$ cat config.mk
export PLATFORM = sky130hd
export DESIGN_NAME = pipe_hazard_ctrl
export DESIGN_NICKNAME = d
export VERILOG_FILES = /design/src/rtl/pipe_hazard_ctrl.sv
export SDC_FILE = /design/constraint.sdc
export NUM_CORES = 1
export LEC_CHECK = 0
export ABC_AREA = 1
export CAP_MARGIN = 30
export CORE_AREA = 8 8 95 97
export CTS_CLUSTER_SIZE = 20
export DETAILED_ROUTE_END_ITERATION = 12
export DIE_AREA = 0 0 103 105
export GPL_TIMING_DRIVEN = 0
export PLACE_DENSITY = 0.8
export SETUP_SLACK_MARGIN = 0.02
export SLEW_MARGIN = 10
export SYNTH_ARGS = -nofsm -noshare
export SYNTH_HDL_FRONTEND = slang
export SYNTH_SLANG_ARGS = --single-unit
$ cat constraint.sdc
create_clock -name clk -period 1.4 [get_ports clk]
set_input_delay 0.28 -clock clk [delete_from_list [all_inputs] [get_ports clk]]
set_output_delay 0.28 -clock clk [all_outputs]
set_load 0.05 [all_outputs]
$ cat src/rtl/pipe_hazard_ctrl.sv
// Hazard/forwarding controller for the F/D/E/M/W pipeline: combinational stage enables, flushes and forwarding selects.
// Shadow state advances one stage per enabled edge; dhit=0 freezes every enable and all shadow state.
module pipe_hazard_ctrl #(
    parameter int RA_W   = 5,
    parameter bit FWD_EN = 1'b1,
    parameter int CNT_W  = 16
) (
    input  logic             clk,
    input  logic             reset,
    input  logic             dhit,
    input  logic             valid_d,
    input  logic [RA_W-1:0]  rs1_d,
    input  logic [RA_W-1:0]  rs2_d,
    input  logic             use_rs1_d,
    input  logic             use_rs2_d,
    input  logic [RA_W-1:0]  rd_d,
    input  logic             regwrite_d,
    input  logic             load_d,
    input  logic             redirect_m,
    output logic             en_f,
    output logic             en_d,
    output logic             en_e,
    output logic             en_m,
    output logic             en_w,
    output logic             flush_d,
    output logic             flush_e,
    output logic [1:0]       fwd_a_e,
    output logic [1:0]       fwd_b_e,
    output logic             valid_e,
    output logic             valid_m,
    output logic             valid_w,
    output logic [CNT_W-1:0] stall_cnt,
    output logic [CNT_W-1:0] flush_cnt
);

    typedef struct packed {
        logic            vld;
        logic            rw;
        logic            ld;
        logic [RA_W-1:0] rd;
    } stg_t;

    typedef struct packed {
        logic            u1;
        logic            u2;
        logic [RA_W-1:0] rs1;
        logic [RA_W-1:0] rs2;
    } src_t;

    localparam logic [CNT_W-1:0] CNT_ONE = {{(CNT_W-1){1'b0}}, 1'b1};

    stg_t e_q, e_d, m_q, m_d, w_q, w_d;
    src_t es_q, es_d;
    logic [CNT_W-1:0] stall_cnt_q, stall_cnt_d, flush_cnt_q, flush_cnt_d;

    logic d_hit_e, d_hit_mw, load_use, raw, hazard, stall_evt, flush_evt;

    // Register 0 is hardwired zero, so it can never create a dependency.
    function automatic logic hit(input logic use_s, input logic [RA_W-1:0] s, input stg_t x);
        return use_s && (s != '0) && x.vld && x.rw && (x.rd == s);
    endfunction

    assign d_hit_e   = hit(use_rs1_d, rs1_d, e_q) || hit(use_rs2_d, rs2_d, e_q);
    assign d_hit_mw  = hit(use_rs1_d, rs1_d, m_q) || hit(use_rs2_d, rs2_d, m_q) ||
                       hit(use_rs1_d, rs1_d, w_q) || hit(use_rs2_d, rs2_d, w_q);
    assign load_use  = FWD_EN && d_hit_e && e_q.ld;
    // Without forwarding the register file is not write-through, so W also blocks.
    assign raw       = !FWD_EN && (d_hit_e || d_hit_mw);
    assign hazard    = load_use || raw;
    assign stall_evt = !reset && dhit && !redirect_m && hazard;
    assign flush_evt = !reset && dhit && redirect_m;

    always_comb begin
        en_f    = 1'b1;
        en_d    = 1'b1;
        en_e    = 1'b1;
        en_m    = 1'b1;
        en_w    = 1'b1;
        flush_d = 1'b0;
        flush_e = 1'b0;
        if (!reset) begin
            if (!dhit) begin
                {en_f, en_d, en_e, en_m, en_w} = '0;
            end else if (redirect_m) begin
                flush_d = 1'b1;
                flush_e = 1'b1;
            end else if (hazard) begin
                en_f    = 1'b0;
                en_d    = 1'b0;
                flush_e = 1'b1;
            end
        end
    end

    // A load in M has no result yet; the load-use stall keeps that case from arising.
    always_comb begin
        fwd_a_e = 2'b00;
        fwd_b_e = 2'b00;
        if (FWD_EN && !reset) begin
            if (hit(es_q.u1, es_q.rs1, m_q) && !m_q.ld)  fwd_a_e = 2'b10;
            else if (hit(es_q.u1, es_q.rs1, w_q))        fwd_a_e = 2'b01;
            if (hit(es_q.u2, es_q.rs2, m_q) && !m_q.ld)  fwd_b_e = 2'b10;
            else if (hit(es_q.u2, es_q.rs2, w_q))        fwd_b_e = 2'b01;
        end
    end

    always_comb begin
        e_d         = e_q;
        es_d        = es_q;
        m_d         = m_q;
        w_d         = w_q;
        stall_cnt_d = stall_cnt_q;
        flush_cnt_d = flush_cnt_q;
        if (en_e) begin
            e_d  = '{vld: valid_d & ~flush_e, rw: regwrite_d, ld: load_d, rd: rd_d};
            es_d = '{u1: use_rs1_d, u2: use_rs2_d, rs1: rs1_d, rs2: rs2_d};
            m_d  = e_q;
            w_d  = m_q;
        end
        if (stall_evt && (stall_cnt_q != '1)) stall_cnt_d = stall_cnt_q + CNT_ONE;
        if (flush_evt && (flush_cnt_q != '1)) flush_cnt_d = flush_cnt_q + CNT_ONE;
    end

    always_ff @(posedge clk) begin
        if (reset) begin
            e_q         <= '0;
            es_q        <= '0;
            m_q         <= '0;
            w_q         <= '0;
            stall_cnt_q <= '0;
            flush_cnt_q <= '0;
        end else begin
            e_q         <= e_d;
            es_q        <= es_d;
            m_q         <= m_d;
            w_q         <= w_d;
            stall_cnt_q <= stall_cnt_d;
            flush_cnt_q <= flush_cnt_d;
        end
    end

    assign valid_e   = e_q.vld;
    assign valid_m   = m_q.vld;
    assign valid_w   = w_q.vld;
    assign stall_cnt = stall_cnt_q;
    assign flush_cnt = flush_cnt_q;

endmodule

==> flow_metrics.env, run 1 <==
export IMPL_status="complete, but fails checks"
export IMPL_failed_checks="setup timing"
export IMPL_cts_max_path_buffers=2
export IMPL_layout_setup_ws_ps=-646
export IMPL_start_util=0.460
export IMPL_rr_worst_depth=13
export IMPL_setup_viol=39
export IMPL_cap_violations=0
export IMPL_cts_made_buffers=9
export IMPL_drt_iter0_markers=196
export IMPL_fp_dieW_um=103
export IMPL_startpoint_type="register"
export IMPL_drtPass1Iterations=4
export IMPL_path_clk_slew_ps=70
export IMPL_leakagePower_nw=2.21
export IMPL_clock_sinks=67
export IMPL_core_mm2=0.00753
export IMPL_die_h_um=105
export IMPL_yosysSeqAreaShare=0.388
export IMPL_ctsHoldBuffers=0
export IMPL_synth_xor_area_share=0.0962
export IMPL_hold_depth=2
export IMPL_fillers=626
export IMPL_io_pins=70
export IMPL_synthAdderAreaFrac=0.00723
export IMPL_end_kind="primary output"
export IMPL_synth_warnings=0
export IMPL_critPathKind="reg -> out"
export IMPL_area_growth_pct=49.5
export IMPL_ys_types=33
export IMPL_switching_share=0.279
export IMPL_timing_rr_end="stall_cnt[6]"
export IMPL_gp_congestion=0.907
export IMPL_min_from="reset"
export IMPL_track_usage=0.191
export IMPL_placement_io_buffers=68
export IMPL_drc=0
export IMPL_critical_path_slowest_cell="dfxtp_2"
export IMPL_wl_per_cell_um=16.0
export IMPL_cts_tree="yes"
export IMPL_hpwl_um=7460
export IMPL_placed_cell_area_mm2=0.00457
export IMPL_root_buffer="clkbuf_8"
export IMPL_reg2reg_slack_ps=-440
export IMPL_p_sw_mw=1.14
export IMPL_path_cells="inv_1 > nand2_1 > nand2_1 > nor2_1 > nand4_1 > nand2_2 > nand2_2 > o21ai_2 > nand2_4 > buf_8 > buf_8"
export IMPL_grt_antenna_before_repair=0
export IMPL_r2r_start="e_q[4]"
export IMPL_grt_overflow=0
export IMPL_grt_max_degree=13
export IMPL_avgViaCountPerCell=5.28
export IMPL_holdPathEnd="flush_cnt[8]"
export IMPL_grt_pass1_vias=3528
export IMPL_fin_skew_ps=12.3
export IMPL_drive_gt1_frac=0.403
export IMPL_synth_simple_gate_area_frac=0.297
export IMPL_layout_commonest_cell="nand2_1"
export IMPL_postRouteAntennaNets=0
export IMPL_fin_area_mm2=0.00517
export IMPL_slew_viol_final=0
export IMPL_layout_common_cells="nand2_1 (105), inv_1 (40), nor2_1 (31), buf_2 (31), dfxtp_2 (27)"
export IMPL_grt_pass1_wl_um=16600
export IMPL_n_antenna_cell=0
export IMPL_period_needed_ps=2050
export IMPL_rows=32
export IMPL_slew_headroom=0.551
export IMPL_synth_area_mm2=0.00346
export IMPL_synthTopCellsByArea="dfxtp_1 (39%), nand2_1 (14%), xor2_1 (6.8%), inv_1 (5.5%), nand3_1 (4.9%)"
export IMPL_synth_top_family_by_area="simple AND/OR/NAND/NOR gates"
export IMPL_max_slew_worst_pin_slew_ps=674
export IMPL_fin_setup_tns_ps=-11550
export IMPL_max_stage_delay_ps=340
export IMPL_die_area_mm2=0.0108
export IMPL_synth_compound_area_frac=0.121
export IMPL_required_ps=1120
export IMPL_period_share=1.46
export IMPL_p_seq_frac=0.486
export IMPL_hold_viol_final=0
export IMPL_synthMuxAreaShare=0
export IMPL_yosysTopAreaCellShare=0.388
export IMPL_ir_drop_mv=0.716
export IMPL_finalNetCount=619
export IMPL_internal_power_mw=2.93
export IMPL_pwr_share_clk=0.386
export IMPL_power_density_mw_per_mm2=786
export IMPL_synth_largest_area_cell="dfxtp_1"
export IMPL_worstSkewPairLatency_ps=350
export IMPL_synth_fp_nets=513
export IMPL_ys_ff_latch=67
export IMPL_fmax_ghz=0.489
export IMPL_pre_cts_ws_ps=-1390
export IMPL_wirelength_um=11200
export IMPL_avgSynthCellArea_um2=7.11
export IMPL_dr_total_vias=3697
export IMPL_rsz0062_at_grt="true"
export IMPL_synthCells=487
export IMPL_hold_path_class="in -> reg"
export IMPL_cp_max_fo=4
export IMPL_combPwrFrac=0.128
export IMPL_worstPathArrival_ps=1770
export IMPL_h_tree_depth=3
==> synth_stat cells <==
| cell type | n |
|---|---|
| o31ai_1 | 1 |
| clkbuf_1 | 8 |
| o21ai_1 | 1 |
| nor2_1 | 35 |
| nor3b_1 | 2 |
| nand3_2 | 2 |
| nor2_4 | 1 |
| inv_1 | 51 |
| buf_1 | 2 |
| nor4_1 | 3 |
| nand4_2 | 1 |
| o21ai_0 | 24 |
| dfxtp_1 | 67 |
| xnor2_1 | 11 |
| nor3_1 | 11 |
| nand3_1 | 34 |
| buf_6 | 2 |
| a21oi_1 | 29 |
| nor4_2 | 1 |
| nand4_1 | 8 |
| o211a_1 | 1 |
| o22ai_1 | 17 |
| a21oi_2 | 3 |
| nand3b_1 | 2 |
| xor2_1 | 27 |
| inv_2 | 6 |
| buf_2 | 2 |
| ha_1 | 2 |
| nand2_1 | 125 |
| nor3_2 | 2 |
| nand2_2 | 1 |
| nor2_8 | 1 |
| buf_4 | 4 |
==> flip-flops by register name, summed over array words and instances (netlist names) <==
| signal | cells |
|---|---|
| es_q | 12 |
| flush_cnt | 16 |
| valid_m | 1 |
| w_q | 6 |
| stall_cnt | 16 |
| m_q | 7 |
| e_q | 7 |
| valid_w | 1 |
| valid_e | 1 |
==> area by class of cell <==
cell class              instances  area, um^2  share of cell area
inverters                      57         235              0.0455
clock inverters                 3        17.5             0.00339
flip-flops and latches         67        1460               0.282
clock buffers                  13         170              0.0329
multi-input cells             345        2260               0.437
well taps                     102         128              0.0247
repair buffers                 96         774               0.150
plain buffers                  17         133              0.0256
==> power by group through the flow <==
| stage | clock, mW | combinational (mW) | sequential [mW] |
|---|---|---|---|
| after global routing | 1.65 | 0.561 | 1.98 |
| after detailed placement | 0 | 0.460 | 2.02 |
| after floorplan | 0 | 0.274 | 2.03 |
| final | 1.57 | 0.521 | 1.98 |
| after CTS | 1.55 | 0.478 | 1.98 |
| after global placement | 0 | 0.450 | 2.02 |
==> through the flow <==
step	power [mW]	cells	hold slack (ps)	utilization
floorplan	2.30	487	383	-
global placement	2.47	657	468	0.607
detailed placement	2.48	657	483	0.607
CTS	4.01	692	143	0.657
global route	4.20	700	138	0.687
finish	4.07	700	135	0.687
==> kinds of logic after synthesis <==
| logic type | after synthesis |
|---|---|
| AOI/OAI and AO/OA | 76 |
| xor gates and xnor gates | 38 |
| buffers and inverters | 75 |
| DFF | 67 |
| adders and majority gates | 2 |
| and+or+nand+nor | 229 |
==> worst max-delay path, delay by kind of cell (launching register included) <==
kind | cells | cell delay (ps)
flip-flops | 1 | 340
AND/OR/NAND/NOR | 7 | 590
buffers and inverters | 3 | 350
AO/OA/AOI/OAI | 1 | 150
==> how the worst max path moves through the flow <==
stage | start | depth (start not counted) | to
detailed placement | rs1_d[3] | 12 | en_f
global placement | rs1_d[0] | 12 | en_f
CTS | valid_e | 10 | en_f
floorplan | valid_e | 9 | en_f
finish | e_q[4] | 11 | en_f
global route | e_q[2] | 12 | en_f
==> per-layer routing <==
metal  routed length [um]  share of wire  GRT usage  vias up
li1                     -              -          -     1801
met1                 4560           0.41      0.226     1742
met2                 5710           0.51      0.324      130
met3                  640          0.057     0.0365       24
met4                  259          0.023     0.0827        0
met5                    0              0          0        -
==> repair_timing <==
item | in CTS | in global routing
buffers inserted | 18 | 9
setup endpoints to repair | 91 | 63
resized for setup | 262 | 100
pin swaps | 29 | 27
cloned | 1 | 1
No activity file was read; power rests on OpenSTA's default activity.
==> inputs of run 2 (changes only) <==
--- a/config.mk
+++ b/config.mk
@@ -8,6 +8,7 @@
 export ABC_AREA = 1
 export CAP_MARGIN = 30
 export CORE_AREA = 8 8 95 97
+export CTS_BUF_LIST = sky130_fd_sc_hd__clkbuf_16
 export CTS_CLUSTER_SIZE = 20
 export DETAILED_ROUTE_END_ITERATION = 12
 export DIE_AREA = 0 0 103 105
==> run 2 against run 1 <==
The run still ends with setup timing left. Utilization grew 1.5 points. First-iteration DRC count increased by 20%. Maximum frequency fell by 0.14%. Wire length increased by 1.4%. Sequential power about the same. Setup slack worse by 2.8 ps. Final area up 2.2%. Register-to-register slack got worse by 40 ps. Final cell count increased by 0.14%. Critical path depth shrank 6. Power increased by 14%. Largest power group is now clock.
==> flow_metrics.env, run 2 (synthesis results as in run 1) <==
export IMPL_start_util=0.460
export IMPL_pre_cts_ws_ps=-1390
export IMPL_area_growth_pct=52.9
export IMPL_root_buffer="clkbuf_16"
export IMPL_grt_overflow=0
export IMPL_switching_share=0.260
export IMPL_end_kind="primary output"
export IMPL_drc=0
export IMPL_failed_checks="setup timing"
export IMPL_layout_setup_ws_ps=-648
export IMPL_fin_skew_ps=5.15
export IMPL_final_core_util=0.703
export IMPL_combPwrFrac=0.117
export IMPL_rr_worst_depth=12
export IMPL_postRouteAntennaNets=0
export IMPL_pwr_share_clk=0.456
export IMPL_rsz0062_at_grt="true"
export IMPL_worstSkewPairLatency_ps=330
export IMPL_power_density_mw_per_mm2=878
export IMPL_cts_tree="yes"
export IMPL_fin_area_mm2=0.00529
export IMPL_grt_pass1_wl_um=16800
export IMPL_p_seq_frac=0.428
export IMPL_cap_violations=0
export IMPL_ctsHoldBuffers=0
export IMPL_critical_path_slowest_cell="dfxtp_2"
export IMPL_h_tree_depth=3
export IMPL_setup_viol=32
export IMPL_grt_antenna_before_repair=0
export IMPL_hold_viol_final=0
export IMPL_hold_path_class="in -> reg"
export IMPL_cts_made_buffers=9
export IMPL_startpoint_type="register"
export IMPL_status="complete, but fails checks"
export IMPL_min_from="reset"
export IMPL_holdPathEnd="flush_cnt[8]"
export IMPL_gp_congestion=0.907
export IMPL_n_antenna_cell=0
export IMPL_leakagePower_nw=2.19
export IMPL_slew_headroom=0.536
export IMPL_dr_total_vias=3722
export IMPL_max_slew_worst_pin_slew_ps=696
export IMPL_fmax_ghz=0.488
export IMPL_avgViaCountPerCell=5.31
export IMPL_die_h_um=105
export IMPL_drtPass1Iterations=4
export IMPL_ir_drop_mv=0.907
export IMPL_drt_iter0_markers=236
export IMPL_io_pins=70
export IMPL_cts_max_path_buffers=2
export IMPL_critPathKind="reg -> out"
export IMPL_clock_sinks=67
export IMPL_rows=32
export IMPL_internal_power_mw=3.44
export IMPL_track_usage=0.195
export IMPL_wl_per_cell_um=16.2
export IMPL_cp_max_fo=3
export IMPL_layout_common_cells="nand2_1 (108), inv_1 (40), nor2_1 (31), dfxtp_2 (28), xor2_1 (26)"
export IMPL_grt_max_degree=13
export IMPL_fp_dieW_um=103
export IMPL_worstPathArrival_ps=1770
export IMPL_hpwl_um=7460
export IMPL_required_ps=1120
export IMPL_r2r_start="valid_e"
export IMPL_slew_viol_final=0
export IMPL_hold_depth=2
export IMPL_p_sw_mw=1.21
export IMPL_period_needed_ps=2050
export IMPL_fin_setup_tns_ps=-11420
export IMPL_finalNetCount=620
export IMPL_die_area_mm2=0.0108
export IMPL_placed_cell_area_mm2=0.00457
export IMPL_core_mm2=0.00753
export IMPL_placement_io_buffers=68
export IMPL_path_cells="xor2_1 > nor4_2 > nand3_1 > nor3b_4 > buf_6"
export IMPL_max_stage_delay_ps=340
export IMPL_wirelength_um=11300
export IMPL_path_clk_slew_ps=60
export IMPL_drive_gt1_frac=0.391
export IMPL_reg2reg_slack_ps=-480
export IMPL_grt_pass1_vias=3488
export IMPL_period_share=1.46
export IMPL_layout_commonest_cell="nand2_1"
export IMPL_timing_rr_end="stall_cnt[5]"
==> run 2: worst max-delay path: cells and delay by family (launching register included) <==
kind	cells	cell delay, ps
flops	1	340
buf+inv	1	190
xor+xnor	1	170
simple gates	3	750
==> run 2: power groups by stage <==
stage	registers (mW)	logic (mW)	clock network, mW
final	1.99	0.541	2.12
after global routing	1.99	0.578	2.23
after CTS	1.98	0.476	2.13
after detailed placement	2.02	0.460	0
after global placement	2.02	0.450	0
after floorplan	2.03	0.274	0
==> run 2: metal layers <==
metal,routed length (um),GRT usage
met1,4660,0.234
met2,5910,0.330
met3,602,0.0312
met4,157,0.0879
met5,0,0
==> run 2: area by class of cell <==
cell class	instances	area (um^2)
clock buffers	10	250
multi-input cells	345	2190
clock inverters	6	28.8
inverters	57	235
repair buffers	96	860
well taps	102	128
plain buffers	18	153
fillers	600	2240
flip-flops and latches	67	1450
==> run 2: worst max-delay path by stage <==
stage,end,start,cells past startpoint
after floorplan,en_f,valid_e,9
after global placement,en_f,rs1_d[0],12
after detailed placement,en_f,rs1_d[3],12
after CTS,en_f,valid_e,10
after global routing,en_f,e_q[0],11
final,fwd_a_e[0],es_q[9],5
==> run 2: stage by stage <==
stage / hold slack, ps / power, mW / cells
2_1_floorplan: 383 / 2.30 / 487
3_3_place_gp: 468 / 2.47 / 657
3_5_place_dp: 483 / 2.48 / 657
4_1_cts: 153 / 4.59 / 691
5_1_grt: 155 / 4.80 / 701
6_report: 154 / 4.64 / 701
==> run 2: repair_timing <==
action                                 in CTS  in global routing
setup endpoints to repair                  91                 58
endpoints found under the hold margin       0                  0
gates resized for setup                   243                 83
buffers inserted                           17                  9
cloned                                      1                  1
pin swaps                                  30                 17
==> inputs of run 3 (changes only) <==
--- a/config.mk
+++ b/config.mk
@@ -14,6 +14,7 @@
 export DIE_AREA = 0 0 103 105
 export GPL_TIMING_DRIVEN = 0
 export PLACE_DENSITY = 0.8
+export REMOVE_ABC_BUFFERS = 1
 export SETUP_SLACK_MARGIN = 0.02
 export SLEW_MARGIN = 10
 export SYNTH_ARGS = -nofsm -noshare
==> run 3 against run 2 <==
The flow still finishes with violations (setup timing). Worst hold slack better by 170 ps. Setup slack better by 46 ps. Maximum frequency up 2.3%. Utilization up 1.5 points. Global-route usage up 1.1 points. Die area unchanged. Critical path depth up 4. Combinational power up 9.1%. Sequential cell count unchanged. Non-clock buffer count up 3. Wire length up 4.8%. Largest cell class unchanged. Largest power group unchanged.
==> flow_metrics.env, run 3 (synthesis results as in run 1) <==
export IMPL_drc=0
export IMPL_grt_pass1_wl_um=17800
export IMPL_h_tree_depth=3
export IMPL_gp_congestion=0.887
export IMPL_failed_checks="setup timing"
export IMPL_die_h_um=105
export IMPL_fillers=559
export IMPL_fmax_ghz=0.499
export IMPL_hpwl_um=6460
export IMPL_clock_sinks=67
export IMPL_path_clk_slew_ps=60
export IMPL_cp_max_fo=3
export IMPL_layout_commonest_cell="nand2_1"
export IMPL_ctsHoldBuffers=0
export IMPL_layout_setup_ws_ps=-602
export IMPL_wirelength_um=11900
export IMPL_n_antenna_cell=0
export IMPL_critical_path_slowest_cell="dfxtp_2"
export IMPL_rows=32
export IMPL_placement_io_buffers=69
export IMPL_hold_path_class="in -> reg"
export IMPL_cts_tree="yes"
export IMPL_fin_skew_ps=3.91
export IMPL_hold_viol_final=0
export IMPL_cap_violations=0
export IMPL_core_mm2=0.00753
export IMPL_wl_per_cell_um=16.8
export IMPL_grt_pass1_vias=3678
export IMPL_drtPass1Iterations=5
export IMPL_startpoint_type="register"
export IMPL_end_kind="primary output"
export IMPL_start_util=0.460
export IMPL_drive_gt1_frac=0.412
export IMPL_rr_worst_depth=12
export IMPL_worstPathArrival_ps=1720
export IMPL_setup_viol=39
export IMPL_required_ps=1120
export IMPL_area_growth_pct=56.1
export IMPL_worstSkewPairLatency_ps=330
export IMPL_crit_path_frequent_cell="nand2_2"
export IMPL_max_stage_delay_ps=340
export IMPL_finalNetCount=626
export IMPL_power_density_mw_per_mm2=897
export IMPL_ir_drop_mv=0.582
export IMPL_whs_ps=323
export IMPL_postRouteAntennaNets=0
export IMPL_avgViaCountPerCell=5.43
export IMPL_die_area_mm2=0.0108
export IMPL_layout_common_cells="nand2_1 (105), buf_4 (41), dfxtp_1 (38), inv_1 (37), nor2_1 (29)"
export IMPL_period_share=1.43
export IMPL_dr_total_vias=3841
export IMPL_io_pins=70
export IMPL_grt_max_degree=26
export IMPL_period_needed_ps=2000
export IMPL_max_slew_worst_pin_slew_ps=481
export IMPL_multi_input_area_mm2=0.00234
export IMPL_power_mw=4.85
export IMPL_cts_made_buffers=9
export IMPL_path_cells="nand2_1 > nand3b_1 > nor2_1 > nand3_1 > nand2_2 > nand2_2 > o21ai_2 > nand2_2 > buf_8"
export IMPL_slew_headroom=0.676
export IMPL_slew_viol_final=0
export IMPL_seqCellArea_mm2=0.00139
export IMPL_drt_iter0_markers=236
export IMPL_track_usage=0.206
export IMPL_hold_depth=3
export IMPL_rsz0062_at_grt="true"
export IMPL_critPathKind="reg -> out"
export IMPL_cts_max_path_buffers=2
export IMPL_fin_setup_tns_ps=-10430
export IMPL_status="complete, but fails checks"
export IMPL_grt_overflow=0
export IMPL_root_buffer="clkbuf_16"
export IMPL_fp_dieW_um=103
export IMPL_leakagePower_nw=2.35
export IMPL_grt_antenna_before_repair=0
-- run 3: cell types whose count changed in the layout (fill, tap and decap cells not counted), sizes merged, moves of 2 or more --
cell	delta
clkbuf	-6
clkdlybuf4s18	-2
clkinvlp	+5
clkdlybuf4s15	-13
inv	-4
buf	+23
-- run 3: stage by stage --
step           area (um^2)  worst slack [ps]  utilization  std cells
2_1_floorplan         3360             -1200            -        469
3_3_place_gp          4180             -2920        0.555        640
3_5_place_dp          4190             -2610        0.557        641
4_1_cts               4980              -627        0.662        697
5_1_grt               5400              -684        0.718        707
6_report              5400              -602        0.718        707
-- run 3: final cells by class --
| class | instances | share of cell area |
|---|---|---|
| tap | 102 | 0.0236 |
| clock inverter | 7 | 0.0127 |
| timing repair buffer | 117 | 0.188 |
| clock buffer | 9 | 0.0417 |
| inverter | 57 | 0.0435 |
| timing repair inverter | 1 | 0.00139 |
| multi-input combinational | 347 | 0.433 |
| sequential | 67 | 0.256 |
-- run 3: routing by layer --
metal	part of all wire	wire, um	global-route usage	vias up
met3	0.071	838	0.0518	36
li1	-	-	-	1822
met1	0.40	4720	0.238	1814
met2	0.50	5910	0.343	169
met5	0	0	0	-
met4	0.035	413	0.100	0
-- run 3: worst paths after layout --
kind	start	to	slack (ps)
max	valid_e	en_d	-600
min	reset	stall_cnt[11]	320
max reg2reg	valid_e	stall_cnt[3]	-360
min reg2reg	m_q[5]	m_q[5]	480
-- run 3: report_power, final --
group          switching (mW)  internal, mW
registers              0.0553          1.96
logic                   0.341         0.249
clock network           0.875          1.37
total                    1.27          3.57
-- run 3: critical path: cells and delay by family (launching register included) --
kind            cells  cell delay [ps]
simple gates        7              730
flops               1              340
buf+inv             1              170
compound gates      1              140
-- run 3: what timing repair did --
action                                  in CTS  in global routing
resized for setup                          349                121
buffers inserted                            39                 13
gates cloned                                 4                  0
pin swaps                                   28                 33
endpoints found under the setup margin     113                 58
